--- src/rtl/multiplier32_fp.sv ---
// multiplier32_fp: multi-cycle IEEE-754 single-precision multiplier.
// Round-to-nearest-even, subnormal operands flushed to zero, no subnormal
// results. One operation in flight; start_i is only accepted in IDLE.
// Results and flags are registered on entry to DONE; done_o pulses one
// cycle later, five edges after the edge that sampled start_i.
module multiplier32_fp (
    input  logic        clk,
    input  logic        rst_n,        // synchronous, active-high
    input  logic        start_i,
    input  logic [31:0] a_i,
    input  logic [31:0] b_i,
    output logic [31:0] product_o,
    output logic        done_o,
    output logic        nan_o,
    output logic        infinit_o,
    output logic        overflow_o,
    output logic        underflow_o
);

    typedef enum logic [2:0] {
        IDLE   = 3'd0,
        UNPACK = 3'd1,
        MULT   = 3'd2,
        NORM   = 3'd3,
        ROUND  = 3'd4,
        DONE   = 3'd5
    } state_t;

    state_t state_q, state_d;

    // Captured operands
    logic [31:0] a_q, b_q;

    // Unpacked fields and operand classification (either operand)
    logic        sign_q;
    logic        is_nan_q, is_inf_q, is_zero_q, is_sub_q;
    logic [23:0] ma_q, mb_q;
    logic [7:0]  ea_q, eb_q;

    // Datapath pipeline registers
    logic [47:0]        prod_q;
    logic signed [10:0] exp_q;       // biased exponent, signed to catch under/overflow
    logic [22:0]        frac_q;
    logic               grd_q;       // first bit below the kept fraction
    logic               stk_q;       // OR of every bit below the guard bit

    // Registered results
    logic [31:0] product_q;
    logic        done_q, nan_q, inf_q, ovf_q, unf_q;

    // Combinational operand decode
    logic [7:0]  ea, eb;
    logic [22:0] fa, fb;
    logic        a_zero, b_zero, a_sub, b_sub, a_inf, b_inf, a_nan, b_nan;

    // Combinational rounding / final selection
    logic               round_up;
    logic [23:0]        frac_sum;    // {carry, fraction}
    logic signed [10:0] exp_r;
    logic [31:0]        product_d;
    logic               nan_d, inf_d, ovf_d, unf_d;

    // State register
    always_ff @(posedge clk) begin
        if (rst_n) state_q <= IDLE;
        else       state_q <= state_d;
    end

    // Next-state logic: fixed walk through the pipeline stages
    always_comb begin
        state_d = state_q;
        case (state_q)
            IDLE:    if (start_i) state_d = UNPACK;
            UNPACK:  state_d = MULT;
            MULT:    state_d = NORM;
            NORM:    state_d = ROUND;
            ROUND:   state_d = DONE;
            DONE:    state_d = IDLE;
            default: state_d = IDLE;
        endcase
    end

    // Operand field extraction and classification
    always_comb begin
        ea     = a_q[30:23];
        eb     = b_q[30:23];
        fa     = a_q[22:0];
        fb     = b_q[22:0];
        a_zero = (ea == 8'h00);
        b_zero = (eb == 8'h00);
        a_sub  = a_zero && (fa != 23'd0);
        b_sub  = b_zero && (fb != 23'd0);
        a_inf  = (ea == 8'hFF) && (fa == 23'd0);
        b_inf  = (eb == 8'hFF) && (fb == 23'd0);
        a_nan  = (ea == 8'hFF) && (fa != 23'd0);
        b_nan  = (eb == 8'hFF) && (fb != 23'd0);
    end

    // Datapath: each stage register loads only in its own state
    always_ff @(posedge clk) begin
        if (rst_n) begin
            a_q       <= 32'd0;
            b_q       <= 32'd0;
            sign_q    <= 1'b0;
            is_nan_q  <= 1'b0;
            is_inf_q  <= 1'b0;
            is_zero_q <= 1'b0;
            is_sub_q  <= 1'b0;
            ma_q      <= 24'd0;
            mb_q      <= 24'd0;
            ea_q      <= 8'd0;
            eb_q      <= 8'd0;
            prod_q    <= 48'd0;
            exp_q     <= 11'sd0;
            frac_q    <= 23'd0;
            grd_q     <= 1'b0;
            stk_q     <= 1'b0;
        end else begin
            case (state_q)
                IDLE: begin
                    if (start_i) begin
                        a_q <= a_i;
                        b_q <= b_i;
                    end
                end
                UNPACK: begin
                    sign_q    <= a_q[31] ^ b_q[31];
                    is_nan_q  <= a_nan || b_nan || (a_inf && b_zero) || (b_inf && a_zero);
                    is_inf_q  <= a_inf || b_inf;
                    is_zero_q <= a_zero || b_zero;
                    is_sub_q  <= a_sub || b_sub;
                    ma_q      <= {1'b1, fa};
                    mb_q      <= {1'b1, fb};
                    ea_q      <= ea;
                    eb_q      <= eb;
                end
                MULT: begin
                    prod_q <= {24'd0, ma_q} * {24'd0, mb_q};
                    exp_q  <= signed'({3'b000, ea_q}) + signed'({3'b000, eb_q}) - 11'sd127;
                end
                NORM: begin
                    // Product of two [1,2) mantissas lies in [1,4)
                    if (prod_q[47]) begin
                        frac_q <= prod_q[46:24];
                        grd_q  <= prod_q[23];
                        stk_q  <= |prod_q[22:0];
                        exp_q  <= exp_q + 11'sd1;
                    end else begin
                        frac_q <= prod_q[45:23];
                        grd_q  <= prod_q[22];
                        stk_q  <= |prod_q[21:0];
                    end
                end
                default: ;
            endcase
        end
    end

    // Rounding and special-case priority for the final result
    always_comb begin
        round_up  = grd_q && (stk_q || frac_q[0]);
        frac_sum  = {1'b0, frac_q} + {23'd0, round_up};
        // On carry-out the fraction wraps to zero, which is the renormalised 1.0
        exp_r     = exp_q + (frac_sum[23] ? 11'sd1 : 11'sd0);
        product_d = {sign_q, exp_r[7:0], frac_sum[22:0]};
        nan_d     = 1'b0;
        inf_d     = 1'b0;
        ovf_d     = 1'b0;
        unf_d     = 1'b0;
        if (is_nan_q) begin
            product_d = 32'h7FC0_0000;
            nan_d     = 1'b1;
        end else if (is_inf_q) begin
            product_d = {sign_q, 31'h7F80_0000};
            inf_d     = 1'b1;
        end else if (is_zero_q) begin
            product_d = {sign_q, 31'h0};
            unf_d     = is_sub_q;
        end else if (exp_r >= 11'sd255) begin
            product_d = {sign_q, 31'h7F80_0000};
            ovf_d     = 1'b1;
            inf_d     = 1'b1;
        end else if (exp_r <= 11'sd0) begin
            product_d = {sign_q, 31'h0};
            unf_d     = 1'b1;
        end
    end

    // Output registers: results load on entry to DONE, done pulses on leaving it
    always_ff @(posedge clk) begin
        if (rst_n) begin
            product_q <= 32'd0;
            nan_q     <= 1'b0;
            inf_q     <= 1'b0;
            ovf_q     <= 1'b0;
            unf_q     <= 1'b0;
            done_q    <= 1'b0;
        end else begin
            done_q <= (state_q == DONE);
            if (state_q == ROUND) begin
                product_q <= product_d;
                nan_q     <= nan_d;
                inf_q     <= inf_d;
                ovf_q     <= ovf_d;
                unf_q     <= unf_d;
            end
        end
    end

    assign product_o   = product_q;
    assign done_o      = done_q;
    assign nan_o       = nan_q;
    assign infinit_o   = inf_q;
    assign overflow_o  = ovf_q;
    assign underflow_o = unf_q;

endmodule

--- config.mk ---
export PLATFORM = sky130hd
export DESIGN_NAME = multiplier32_fp
export DESIGN_NICKNAME = d
export VERILOG_FILES = /design/src/rtl/multiplier32_fp.sv
export SDC_FILE = /design/constraint.sdc
export NUM_CORES = 2
export LEC_CHECK = 0
export BUFFER_PORTS_ARGS = -buffer_cell sky130_fd_sc_hd__clkbuf_2
export CAP_MARGIN = 20
export CORE_ASPECT_RATIO = 1.5
export CORE_UTILIZATION = 45
export DETAILED_ROUTE_END_ITERATION = 8
export MAX_ROUTING_LAYER = met4
export PLACE_DENSITY_LB_ADDON = 0.05
export SLEW_MARGIN = 20
export SYNTH_ARGS = -nofsm -noshare
export SYNTH_HDL_FRONTEND = slang
export SYNTH_SLANG_ARGS = --single-unit
export TNS_END_PERCENT = 1
--- constraint.sdc ---
create_clock -name clk -period 12.5 [get_ports clk]
set_clock_uncertainty 0.1 [all_clocks]
set_input_delay 1.25 -clock clk [delete_from_list [all_inputs] [get_ports clk]]
set_output_delay 1.25 -clock clk [all_outputs]
set_load 0.05 [all_outputs]
==> PnR_summary.wiki <==
{| class="wikitable"
! Metric !! Value
|-
| Final worst slack || 4634 ps
|-
| Count of final hold-check violations || 0
|-
| DIE HEIGHT || 315.9 um
|-
| Share of the yosys chip area belonging to registers || 0.1733
|-
| Leak pwr || 14.59 nW
|-
| Clock Power Share || 0.407
|-
| Number of cells on the worst hold path || 2
|-
| Wire length of the first global-routing pass || 135000 um
|-
| Aggregate global-route resource usage || 0.2699
|-
| Peak supply drop || 117.6 uV
|-
| Sequential share of power || 0.447
|-
| Routability-driven placement congestion ratio || 0.8593
|-
| Dominant cells by area after synthesis || fa_1 33%, dfxtp_1 17%, nand2_1 8.9%
|-
| Asr flop ratio synth || 0
|-
| Outcome || complete, no violations
|-
| Antenna violations before repair || 1
|-
| Fraction of synthesized cell area taken by the top area cell type || 0.3270
|-
| Initial Utilization || 0.4566
|-
| Die W || 211.3 um
|-
| Terminating pin of the worst hold path || product_o[31]
|-
| Rel. slew slack || 0.2290
|-
| Drt first-iter violations || 1035
|-
| Most common cell after layout, fill and taps aside || nand2_1
|-
| Final antenna-violating net count || 0
|-
| Maximum number of pins on one net before global-route repair || 103
|-
| Cell total after placement || 4313
|-
| Number of nets in the finished design || 4215
|-
| Pins Over Slew Limit || 0
|-
| Data required time of the critical path || 12910 ps
|-
| Peak per-stage delay on the critical path || 1040 ps
|-
| Synthesized area || 29570 um2
|-
| Hold Crit Class || flop to flop
|-
| Setup Fix Bufs, Post-CTS || 0
|-
| Part of the cycle the worst path needs || 0.6293
|-
| TritonCTS Buffers || 26
|-
| Cell repeated most along the worst path || fa_1
|-
| Slowest cell on the critical path || dfxtp_1
|-
| Setup_tns || 0 ps
|-
| Sw frac || 0.2991
|-
| Highest clock rate || 0.1271 GHz
|-
| Final non-filler cell total || 4361
|-
| Area of combinational cells with multiple inputs || 21530 um2
|-
| Synthesis Warnings || 0
|-
| Clock slew seen by the registers of the worst setup and hold paths || 60 ps
|-
| Fraction of final layout cells with drive strength greater than 1 || 0.06963
|-
| Final min period || 7866 ps
|-
| Cell Int Power || 0.001420 W
|-
| Vias in the first global route || 25100
|-
| Mean instance size in the synthesized netlist || 8.464 um2
|-
| Worst-Margin Slew || 1155 ps
|-
| Setup repair after global routing missed its margin || false
|-
| Crit path capture type || flop
|-
| Worst slack at placement || 4552 ps
|-
| Arrival time reported for the critical path endpoint || 8270 ps
|-
| Flip-flop and latch count after synthesis || 256
|-
| Switch Pwr || 0.0006057 W
|-
| Crit path max fanout || 25
|-
| Worst hold slack across all endpoints || 351.3 ps
|-
| Vias after detailed routing || 23230
|-
| Post-synthesis instance total || 3493
|-
| Power share of the combinational group || 0.146
|-
| Mapped Nets || 4237
|-
| Die footprint || 66750 um2
|-
| Standard-cell row count || 114
|-
| CTS resizes || 0
|-
| R2R setup slack || 4630 ps
|-
| Cell taking the most area after synthesis || fa_1
|-
| Total wirelength of the detailed-routed design || 84480 um
|-
| Critical path cell sequence || and2_1 > fa_1 > fa_1 > inv_1 > fa_1 > fa_1 > inv_1 > fa_1 > fa_1 > inv_1 > fa_1 > inv_1 > ha_1 > a21oi_1 > o21ai_0 > a22oi_1 > a31oi_1 > o211ai_1 > a21oi_1 > o21bai_1 > a2111oi_0 > a311o_1
|-
| Wire length per cell after detailed routing || 19.37 um
|-
| Final setup viols || 0
|-
| Number of synthesized flops with an enable pin || 0
|-
| Core Footprint || 64760 um2
|-
| DRC violation count after routing || 0
|-
| Crit Path Category || flop to flop
|-
| CTS sink cnt || 256
|-
| Leading cell types in the layout, fill and taps excluded || 699 x nand2_1, 570 x inv_1, 483 x fa_1
|-
| Residual overflow from global routing || 0
|-
| Total power divided by cell area || 63.94 nW/um2
|-
| Count of unique library cells instantiated by Yosys || 71
|-
| Sequential cell area || 5134 um2
|-
| R2r endpoint || prod_q[45]
|-
| Primary flip-flop cell chosen by synthesis mapping || dfxtp_1
|-
| Length in cells of the worst reg-to-reg path || 22
|-
| Maximum root-to-sink buffer count || 3
|-
| Post-DR vias/cell || 5.327
|-
| Clock latency on the worst-skew pair || 560 ps
|-
| # port buffers || 103
|-
| Cts hold-fix bufs || 0
|-
| Placed wire-length estimate || 63810 um
|-
| Maximum capacitance violations || 0
|-
| CTS tree || yes
|-
| IO Pins || 104
|-
| Reg2reg start || mb_q[2]
|-
| Number of levels the H-tree was split into || 1
|-
| Worst Min Path Start || product_o[31]
|-
| Fillers || 6492
|-
| Synthesis-to-layout area growth || 7.135%
|-
| Count of TritonRoute iterations in the first routing pass || 5
|-
| Root buffer cell || clkbuf_16
|-
| Sort of element at the start of the critical path || flop
|}
sequential cells by signal, indices dropped and copies added (netlist names), 3 cells and up:
register and flops:
a_q 32, b_q 32, ea_q 8, eb_q 8, exp_q 11, frac_q 23, ma_q 24, mb_q 23
prod_q 48, product_o 32, state_q 3
critical path: cells and delay by family (launching register included):
| kind | cells | cell delay (ps) |
|---|---|---|
| buf+inv | 4 | 240 |
| simple gates | 1 | 260 |
| flops | 1 | 1040 |
| compound gates | 9 | 2190 |
| fa+ha+maj | 8 | 3970 |
synth_stat cells, types with 2 or more instances:
cell type    n
nand2_1    700
inv_1      570
fa_1       483
and2_1     296
dfxtp_1    256
a21oi_1    242
ha_1       194
clkbuf_1   176
nor2_1     100
xnor2_1     47
o21ai_0     42
a211oi_1    37
nor3_1      30
nand3_1     29
xor2_1      29
mux2i_1     27
nor4_1      21
o21ai_2     21
nand4_1     20
a21o_1      17
and3_1      17
buf_2       11
o21bai_1     9
a31oi_1      8
o21a_1       8
buf_1        7
nor2b_1      6
a22oi_1      5
and4_1       5
nand3b_1     5
o211ai_1     5
a2111oi_0    4
a221oi_1     4
buf_6        4
nand2b_1     4
o22ai_1      4
or3_1        4
a311o_1      3
a311oi_1     3
a31o_2       3
nor3b_1      3
a21boi_0     2
o21ai_1      2
o221ai_1     2
o41ai_2      2
final cells by class:
cell class              instances  area share
repair buffers                149     0.02801
multi-input cells            2467      0.6796
diodes                          1  0.00007900
clock buffers                  36     0.02429
flip-flops and latches        256      0.1621
clock inverters                11    0.003871
inverters                     571     0.06766
well taps                     870     0.03437
layer usage:
metal / track usage / vias up / share of wire
li1: - / 10720 / -
met1: 0.2863 / 11830 / 0.37
met2: 0.5167 / 501 / 0.56
met3: 0.01579 / 177 / 0.029
met4: 0.1056 / 0 / 0.041
met5: - / - / 0
power groups by stage:
stage	combinational (W)	sequential [W]	clock (W)
final	0.000297	0.000905	0.000824
after global routing	0.000327	0.000910	0.000871
after CTS	0.000299	0.000905	0.000848
after detailed placement	0.000298	0.000923	0
after global placement	0.000291	0.000922	0
after floorplan	0.000205	0.000901	0
kinds of logic after synthesis:
| kind of cell | count (synthesis) | share of synthesized area |
|---|---|---|
| simple gates | 1249 | 0.1956 |
| buf+inv | 770 | 0.09928 |
| fa+ha+maj | 677 | 0.4091 |
| compound gates | 437 | 0.09039 |
| flops | 256 | 0.1733 |
| xor+xnor | 77 | 0.02306 |
| mux | 27 | 0.009141 |
metrics by stage:
| step | power, W | cell area [um2] | utilization |
|---|---|---|---|
| final | 0.002025 | 31680 | 0.4891 |
| after global routing | 0.002108 | 31670 | 0.4891 |
| after CTS | 0.002052 | 31670 | 0.4890 |
| after detailed placement | 0.001221 | 30780 | 0.4752 |
| after global placement | 0.001213 | 30740 | 0.4748 |
| after floorplan | 0.001106 | 29570 | - |
worst max-delay path by stage:
stage | start | end | slack (ps) | depth (start not counted)
2_1_floorplan | mb_q[3] | prod_q[34] | 5730 | 27
3_3_place_gp | ma_q[6] | prod_q[45] | 4610 | 23
3_5_place_dp | mb_q[3] | prod_q[45] | 4550 | 23
4_1_cts | mb_q[3] | prod_q[45] | 4520 | 23
5_1_grt | mb_q[2] | prod_q[45] | 4120 | 22
6_report | mb_q[2] | prod_q[45] | 4630 | 22
No activity file was read; power rests on OpenSTA's default activity.
